==> src/rtl/tdm_demux4.sv <==
// Time-division demultiplexer: scans an upstream 4:1 mux through slots 0..3 and
// publishes the four sampled channels together once per frame with a FV pulse.
module tdm_demux4 #(
  parameter int DW    = 2,
  parameter int DWELL = 1
) (
  input  logic          CLK,
  input  logic          RST,
  input  logic          EN,
  input  logic [DW-1:0] Y,
  output logic [1:0]    S,
  output logic [DW-1:0] A,
  output logic [DW-1:0] B,
  output logic [DW-1:0] C,
  output logic [DW-1:0] D,
  output logic          FV,
  output logic          BUSY
);

  localparam int CW = (DWELL > 2) ? $clog2(DWELL) : 1;
  localparam logic [CW-1:0] CNT_LAST = CW'(DWELL - 1);

  typedef enum logic {
    IDLE = 1'b0,
    SCAN = 1'b1
  } state_t;

  state_t        state_q, state_d;
  logic [CW-1:0] cnt_q, cnt_d;
  logic [1:0]    s_q, s_d;
  logic [DW-1:0] sh0_q, sh0_d, sh1_q, sh1_d, sh2_q, sh2_d;
  logic [DW-1:0] a_q, a_d, b_q, b_d, c_q, c_d, d_q, d_d;
  logic          fv_q, fv_d;
  logic          busy_q, busy_d;
  logic          cap_s;

  assign cap_s = (cnt_q == CNT_LAST);

  // State, counter, shadow and output registers.
  always_ff @(posedge CLK) begin
    if (RST) begin
      state_q <= IDLE;
      cnt_q   <= {CW{1'b0}};
      s_q     <= 2'd0;
      sh0_q   <= {DW{1'b0}};
      sh1_q   <= {DW{1'b0}};
      sh2_q   <= {DW{1'b0}};
      a_q     <= {DW{1'b0}};
      b_q     <= {DW{1'b0}};
      c_q     <= {DW{1'b0}};
      d_q     <= {DW{1'b0}};
      fv_q    <= 1'b0;
      busy_q  <= 1'b0;
    end else begin
      state_q <= state_d;
      cnt_q   <= cnt_d;
      s_q     <= s_d;
      sh0_q   <= sh0_d;
      sh1_q   <= sh1_d;
      sh2_q   <= sh2_d;
      a_q     <= a_d;
      b_q     <= b_d;
      c_q     <= c_d;
      d_q     <= d_d;
      fv_q    <= fv_d;
      busy_q  <= busy_d;
    end
  end

  // Next-state logic: frame completion on the S=3 capture edge wins over abort.
  always_comb begin
    state_d = state_q;
    cnt_d   = cnt_q;
    s_d     = s_q;
    sh0_d   = sh0_q;
    sh1_d   = sh1_q;
    sh2_d   = sh2_q;
    a_d     = a_q;
    b_d     = b_q;
    c_d     = c_q;
    d_d     = d_q;
    fv_d    = 1'b0;
    case (state_q)
      IDLE: begin
        s_d   = 2'd0;
        cnt_d = {CW{1'b0}};
        if (!EN) begin
          state_d = SCAN;
        end else begin
          state_d = IDLE;
        end
      end
      SCAN: begin
        if (cap_s && (s_q == 2'd3)) begin
          a_d   = sh0_q;
          b_d   = sh1_q;
          c_d   = sh2_q;
          d_d   = Y;
          fv_d  = 1'b1;
          s_d   = 2'd0;
          cnt_d = {CW{1'b0}};
          if (EN) begin
            state_d = IDLE;
          end else begin
            state_d = SCAN;
          end
        end else if (EN) begin
          state_d = IDLE;
          s_d     = 2'd0;
          cnt_d   = {CW{1'b0}};
          sh0_d   = {DW{1'b0}};
          sh1_d   = {DW{1'b0}};
          sh2_d   = {DW{1'b0}};
        end else if (cap_s) begin
          case (s_q)
            2'd0:    sh0_d = Y;
            2'd1:    sh1_d = Y;
            2'd2:    sh2_d = Y;
            default: sh0_d = sh0_q;
          endcase
          s_d   = s_q + 2'd1;
          cnt_d = {CW{1'b0}};
        end else begin
          cnt_d = cnt_q + CW'(1);
        end
      end
      default: begin
        state_d = IDLE;
        s_d     = 2'd0;
        cnt_d   = {CW{1'b0}};
      end
    endcase
    busy_d = (state_d == SCAN);
  end

  assign S    = s_q;
  assign A    = a_q;
  assign B    = b_q;
  assign C    = c_q;
  assign D    = d_q;
  assign FV   = fv_q;
  assign BUSY = busy_q;

endmodule

==> config.mk <==
export PLATFORM = sky130hd
export DESIGN_NAME = tdm_demux4
export DESIGN_NICKNAME = d
export VERILOG_FILES = /design/src/rtl/tdm_demux4.sv
export SDC_FILE = /design/constraint.sdc
export NUM_CORES = 1
export LEC_CHECK = 0
export CAP_MARGIN = 5
export CORE_AREA = 8 8 47 49
export CTS_BUF_LIST = sky130_fd_sc_hd__clkbuf_16
export DETAILED_ROUTE_END_ITERATION = 7
export DIE_AREA = 0 0 55 57
export GPL_ROUTABILITY_DRIVEN = 1
export PLACE_DENSITY = 0.79
export SLEW_MARGIN = 15
export SYNTH_ARGS = -nofsm -noshare
export SYNTH_HDL_FRONTEND = slang
export SYNTH_SLANG_ARGS = --single-unit
export TNS_END_PERCENT = 30
==> constraint.sdc <==
create_clock -name CLK -period 3.72 [get_ports CLK]
set_clock_uncertainty 0.15 [all_clocks]
set_input_delay 1.116 -clock CLK [delete_from_list [all_inputs] [get_ports CLK]]
set_output_delay 1.116 -clock CLK [all_outputs]
set_load 0.005 [all_outputs]
After elaboration in Yosys (flattened, before gate mapping)
Index checks and enable logic that the tools add are counted.
Widths: inputs -> output; s select.
Cells by class
  bitwise gates (word level): 3
  reductions and logical operators: 10
  mux-type cells: 19
  $add $sub $neg: 2
  eq/ne operators: 5
Operators with widths (count)
  $mux 2: 12
  $reduce_and 4->1: 3
  $reduce_bool 2->1: 3
  $mux 1: 5
  $eq 2x2->1 const B: 2
  $ne 4x3->1 const B: 1
  $pmux 2 s2: 1
  $not 1->1: 3
  $add 2x1->2 const B: 1
  $eq 2x1->1 const B: 1
  $logic_not 2->1: 1
  $ne 2x2->1 const B: 1
  $pmux 1 s2: 1
  $reduce_and 2->1: 1
  $reduce_or 2->1: 1
  $add 1x1->1 const B: 1
  $logic_and 1x1->1: 1
Word-level totals
  flip-flop bits (word level): 19
  output and inout port bits: 12
  bits of input ports: 5

Logic depth before layout (Yosys ltp)
Gate-level depths: netlist of the first run.
  depth after elaboration: 5
  gate-level depth with buffers: 5
  depth with buffers taken out: 5

Worst setup path before layout of the first run
Ideal clock, no wire load.
  path type: input-to-reg
  start: input RST
  end: register sh2_q[0]
  slack: 1.794 ns
  stages: 3
  arrival: 1.704 ns
  cell sequence: buf_6 -> or3b_1 -> mux2i_1
RTL lines
  from (decl): line 8  | input logic RST,
  to (signal assigned): line 47  | sh2_q <= {DW{1'b0}};
  to (decl): line 31  | logic [DW-1:0] sh0_q, sh0_d, sh1_q, sh1_d, sh2_q, sh2_d;

Worst setup path after layout of the first run
  start: register busy_q, in the netlist BUSY
  end: output BUSY
RTL lines
  from (decl): line 34  | logic busy_q, busy_d;
  from (signal assigned): line 66  | busy_q <= busy_d;
  to (decl): line 17  | output logic BUSY
No word-level cell between the ends.

==> summary.txt, run 1 <==
outcome -> completed
leakage -> 0.359 nW
crit path launch -> BUSY
DR WL/cell -> 13.3 um
Area after DPL -> 878 um2
WP depth -> 1
DR DRC count -> 0
vias per inst -> 5.38
Detail Placement HPWL -> 1.06 mm
Placement Rows -> 15
post-route ant nets -> 0
Max Freq -> 0.369 GHz
number of port buffers -> 16
starting density of the core -> 45.8%
Finished Cell Area -> 957 um2
Buf/Inv on CP -> 1
post-synthesis sequential area ratio -> 49.9%
Root Driver -> clkbuf_16
CTS tree -> done
setup TNS -> 0 ns
gr ovfl total -> 0
VDD IR max -> 0.000335 V
Commonest cells post-synth -> 18 x dfxtp_1, 10 x a21oi_1, 9 x nand2_1
antenna violations before repair -> 0
Post-synth EDFFs -> 0
top cell family by delay on the critical path -> flip-flops
Skew-Pair Late Insertion Delay -> 0.25 ns
post-synth net total -> 86
CTS sink cnt -> 18
Setup CP Type -> flip-flop to primary output
Worst EP arrival -> 1.44 ns
Max FO, Critical Path -> 14
Hold Worst Slack -> 0.305 ns
post-route minimum period -> 2.71 ns
routed vias -> 602
Worst Setup End Kind -> primary output
setup slack at placement -> 1.06 ns
Warnings, synthesis -> 0
Nets -> 103
Slew Limit Fails -> 0
GRT Util Overall -> 10.4%
Top FF cell, synth -> dfxtp_1
Final Cycle Share -> 72.9%
R2R Setup Slk -> 2.18 ns
core area -> 0.00158 mm2
R2R depth -> 4
Slew headroom -> 62.8%
drt pass-1 iters -> 4
Post-synth ARST share -> 0%
worst r2r src -> S[1]
vias in the first global route -> 554
Num CTS Buffers -> 3
setup ws final -> 1.01 ns
post-synth top area cell -> dfxtp_1
MaxCap Viol Count -> 0
Area contributors post-synth -> dfxtp_1 50%, a21oi_1 6.9%, mux2i_1 5.5%, nand3_1 5.5%, nand2_1 4.7%
largest net degree at the start of global routing -> 19
# setup viols final -> 0
share of cells above drive strength 1 -> 5.26%
Antenna Diode Count -> 0
postcts setup bufs -> 0
htree depth -> 1
final-layout fill cell count -> 148
drt total wl -> 1.49 mm
required time of the critical path -> 2.45 ns
Iteration-0 DRC Markers -> 5
io pins -> 17
count leader, synth -> dfxtp_1
Syn Inst Count -> 79
flops & latches, synth -> 18
power consumption -> 0.431 mW
global-route wire length before repair -> 2.44 mm
Die ar. -> 0.00314 mm2
post-synth top area share -> 49.9%
DIE HEIGHT -> 57 um
synthesized area per cell -> 9.14 um2
library cells used by synthesis -> 21
pwr/cell area -> 451 mW/mm2
Setup crit end -> BUSY
GPL Wtd Cong -> 0.722
clock transition at the registers of the reported paths -> 0.05 ns
Final Hold Vio Count -> 0
Area growth, synth to finish -> 32.6%
CP Cell Sequence -> clkdlybuf4s50_1
RSZ-0062 raised after global routing -> false
post-synthesis cell area -> 722 um2
hold_buf cts -> 0
clock buffer depth -> 2
min-delay worst type -> flip-flop to flip-flop
Critical Path Start Type -> flip-flop
Crit-path slowest cell -> dfxtp_1
r2r endpoint -> C[1]
post-cts gate resize count -> 0
die width -> 55 um
Worst path max stage delay -> 0.60 ns
Least-Margin Pin Slew -> 0.556 ns
==> sequential cells by signal, indices dropped and copies added, names as in the netlist <==
register / count
A: 2
B: 2
C: 2
D: 2
S: 2
sh0_q: 2
sh1_q: 2
sh2_q: 2
BUSY: 1
FV: 1
==> metrics by stage <==
step           util (%)  std cells
2_1_floorplan         -         79
4_1_cts            60.7        112
3_5_place_dp       55.7        108
5_1_grt            60.7        112
6_report           60.7        112
3_3_place_gp       55.7        108
==> how the worst min path moves through the flow <==
stage | end | from | depth (start not counted) | slack, ns
after floorplan | A[0] | sh0_q[0] | 2 | 0.29
after global placement | C[0] | C[0] | 2 | 0.30
after detailed placement | A[1] | A[1] | 2 | 0.30
after CTS | A[1] | A[1] | 2 | 0.31
after global routing | C[1] | sh2_q[1] | 2 | 0.32
final | B[1] | B[1] | 2 | 0.30
==> cells by family after synthesis <==
| kind of cell | share of synthesized area [%] |
|---|---|
| AO/OA/AOI/OAI | 10.1 |
| adder cells (fa/ha/maj) | 3.47 |
| buffers and inverters | 4.51 |
| flip-flops | 49.9 |
| multiplexers | 5.55 |
| AND/OR/NAND/NOR | 26.5 |
==> report_power, final <==
part	internal (mW)	switching, mW
Combinational	0.0103	0.00900
Clock	0.143	0.0702
Sequential	0.196	0.00335
Total	0.349	0.0825
==> placed cells by master, fill, tap and decap left out <==
master / n
o21ai_0: 2
nand2_2: 1
inv_1: 2
nor2_1: 3
o211ai_1: 1
nor2b_2: 1
clkbuf_16: 3
and3_1: 2
nand4b_1: 2
mux2i_1: 4
nand3_1: 8
o21ai_1: 1
nand2_1: 9
nand2b_1: 5
nor2b_1: 2
dfxtp_1: 18
ha_1: 2
or3b_1: 2
clkdlybuf4s50_1: 16
clkinv_1: 1
a21oi_1: 10
==> tightest hold or removal path, stage by stage (launching register included) <==
cell and delay (ns):
dfxtp_1 0.30, nand2_1 0.05, a21oi_1 0.05
==> routing by layer <==
metal	GRT usage [%]	wire length [um]	vias to the layer above	share of wire (%)
met2	16.2	753	12	51
met5	0	0	-	0
met4	7.22	40	0	2.7
met1	11.0	601	284	40
met3	3.90	90	5	6.1
li1	-	-	301	-
==> area by class of cell <==
| class | count | area, um2 | share of cell area [%] |
|---|---|---|---|
| clock buffer | 3 | 75.1 | 7.84 |
| timing repair buffer | 16 | 160 | 16.7 |
| multi-input combinational | 55 | 329 | 34.4 |
| tap | 17 | 21.3 | 2.22 |
| clock inverter | 1 | 3.75 | 0.392 |
| inverter | 2 | 7.51 | 0.784 |
| sequential | 18 | 360 | 37.6 |
(Power assumes the default switching activity.)
==> run 2, diff against run 1 <==
CORE_AREA = 8 8 49 51   (was 8 8 47 49)
DIE_AREA = 0 0 57 59   (was 0 0 55 57)
PLACE_DENSITY = 0.73   (was 0.79)
clock period = 2.5 ns   (was 3.72 ns; I/O delays follow)
==> run 2 against run 1 <==
  * Register-to-register slack got worse by 1.2 ns
  * Via count increased by 0.50%
  * Final area increased by 1.2%
  * Sequential power increased by 48%
  * Largest cell class unchanged
  * Highest routed layer unchanged
==> summary.txt, run 2 (synthesized netlist as in run 1, its figures left out) <==
post-cts gate resize count -> 0 (unchanged)
GRT Util Overall -> 10.0% (was 10.4%)
required time of the critical path -> 1.60 ns (was 2.45 ns)
Finished Cell Area -> 968 um2 (was 957 um2)
Nets -> 105 (was 103)
Slew Limit Fails -> 0 (unchanged)
clock transition at the registers of the reported paths -> 0.05 ns (about the same)
Worst Setup End Kind -> primary output (unchanged)
pwr/cell area -> 655 mW/mm2 (was 451 mW/mm2)
Area growth, synth to finish -> 34.1% (was 32.6%)
Setup CP Type -> flip-flop to primary output (unchanged)
Least-Margin Pin Slew -> 0.384 ns (was 0.556 ns)
Detail Placement HPWL -> 1.07 mm (was 1.06 mm)
setup TNS -> 0 ns (unchanged)
hold_buf cts -> 0 (unchanged)
WP depth -> 1 (unchanged)
DR WL/cell -> 13.1 um (was 13.3 um)
outcome -> completed (unchanged)
io pins -> 17 (unchanged)
drt pass-1 iters -> 2 (was 4)
starting density of the core -> 43.7% (was 45.8%)
Area after DPL -> 893 um2 (was 878 um2)
Num CTS Buffers -> 3 (unchanged)
postcts setup bufs -> 0 (unchanged)
Die ar. -> 0.00336 mm2 (was 0.00314 mm2)
antenna violations before repair -> 0 (unchanged)
global-route wire length before repair -> 2.67 mm (was 2.44 mm)
largest net degree at the start of global routing -> 14 (was 19)
Worst path max stage delay -> 0.55 ns (was 0.60 ns)
commonest non-fill, non-tap cell in the layout -> dfxtp_1 (unchanged)
vias in the first global route -> 615 (was 554)
clock buffer depth -> 2 (unchanged)
Max Freq -> 0.473 GHz
DIE HEIGHT -> 59 um (was 57 um)
worst r2r src -> S[0] (was S[1])
min-delay worst type -> flip-flop to flip-flop (unchanged)
r2r endpoint -> C[1] (unchanged)
post-route minimum period -> 2.12 ns
leakage -> 0.367 nW (was 0.359 nW)
most frequent cells in the layout -> 18 x dfxtp_1, 16 x clkdlybuf4s50_1, 10 x a21oi_1 (unchanged)
core area -> 0.00165 mm2 (was 0.00158 mm2)
drt total wl -> 1.48 mm (was 1.49 mm)
CP Cell Sequence -> clkdlybuf4s50_1 (unchanged)
R2R depth -> 4 (unchanged)
share of cells above drive strength 1 -> 7.29% (was 5.26%)
top cell family by delay on the critical path -> buffers and inverters (was flip-flops)
VDD IR max -> 0.000409 V (was 0.000335 V)
MaxCap Viol Count -> 0 (unchanged)
routed vias -> 605 (was 602)
Root Driver -> clkbuf_16 (unchanged)
# setup viols final -> 0 (unchanged)
Final Cycle Share -> 84.6%
Max FO, Critical Path -> 6 (was 14)
Buf/Inv on CP -> 1 (unchanged)
crit path launch -> S[0] (was BUSY)
Slew headroom -> 74.4% (was 62.8%)
die width -> 57 um (was 55 um)
vias per inst -> 5.35 (was 5.38)
Worst EP arrival -> 1.22 ns (was 1.44 ns)
post-route ant nets -> 0 (unchanged)
Critical Path Start Type -> flip-flop (unchanged)
Placement Rows -> 15 (unchanged)
Setup crit end -> S[0] (was BUSY)
htree depth -> 1 (unchanged)
RSZ-0062 raised after global routing -> false (unchanged)
number of port buffers -> 16 (unchanged)
gr ovfl total -> 0 (unchanged)
Antenna Diode Count -> 0 (unchanged)
CTS tree -> done (unchanged)
Final Hold Vio Count -> 0 (unchanged)
Iteration-0 DRC Markers -> 4 (was 5)
Crit-path slowest cell -> clkdlybuf4s50_1 (was dfxtp_1)
Skew-Pair Late Insertion Delay -> 0.25 ns (about the same)
CTS sink cnt -> 18 (unchanged)
R2R Setup Slk -> 1.01 ns (was 2.18 ns)
DR DRC count -> 0 (unchanged)
GPL Wtd Cong -> 0.742 (was 0.722)
[run 2: routing by layer]
layer	vias up	GRT usage (%)	share of wire [%]
met3	5	3.65	5.8
met1	281	10.7	43
met2	14	16.1	49
li1	305	-	-
met4	0	7.05	2.7
met5	-	0	0
[run 2: how the worst min path moves through the flow]
stage,startpoint,cells past startpoint,to
CTS,A[0],2,A[0]
global route,sh0_q[0],2,A[0]
detailed placement,A[0],2,A[0]
finish,C[0],2,C[0]
global placement,D[1],2,D[1]
floorplan,sh0_q[0],2,A[0]
[run 2: cell type report]
class / count / area, um2
multi-input cells: 55 / 329
flip-flops and latches: 18 / 360
well taps: 17 / 21.3
inverters: 2 / 7.51
fillers: 157 / 683
repair buffers: 18 / 175
clock buffers: 3 / 75.1
[run 2: tightest hold or removal path: stages, from the launching register on]
cell and delay (ns):
dfxtp_1 0.30, nand2_1 0.05, a21oi_1 0.05
[run 2: metrics by stage]
stage | std cells | setup WS (ns) | power, mW | hold slack [ns] | util (%)
after floorplan | 79 | 0.940 | 0.318 | 0.290 | -
after global placement | 110 | 0.398 | 0.332 | 0.296 | 54.1
after detailed placement | 110 | 0.329 | 0.333 | 0.299 | 54.1
after CTS | 113 | 0.369 | 0.640 | 0.306 | 58.6
after global routing | 113 | 0.334 | 0.659 | 0.323 | 58.6
final | 113 | 0.385 | 0.634 | 0.301 | 58.6
[run 2: where the power goes]
part,switching [mW],internal (mW),total [mW]
Combinational,0.0166,0.0174,0.0339
Clock,0.0966,0.210,0.306
Sequential,0.00244,0.291,0.294
Total,0.116,0.519,0.634
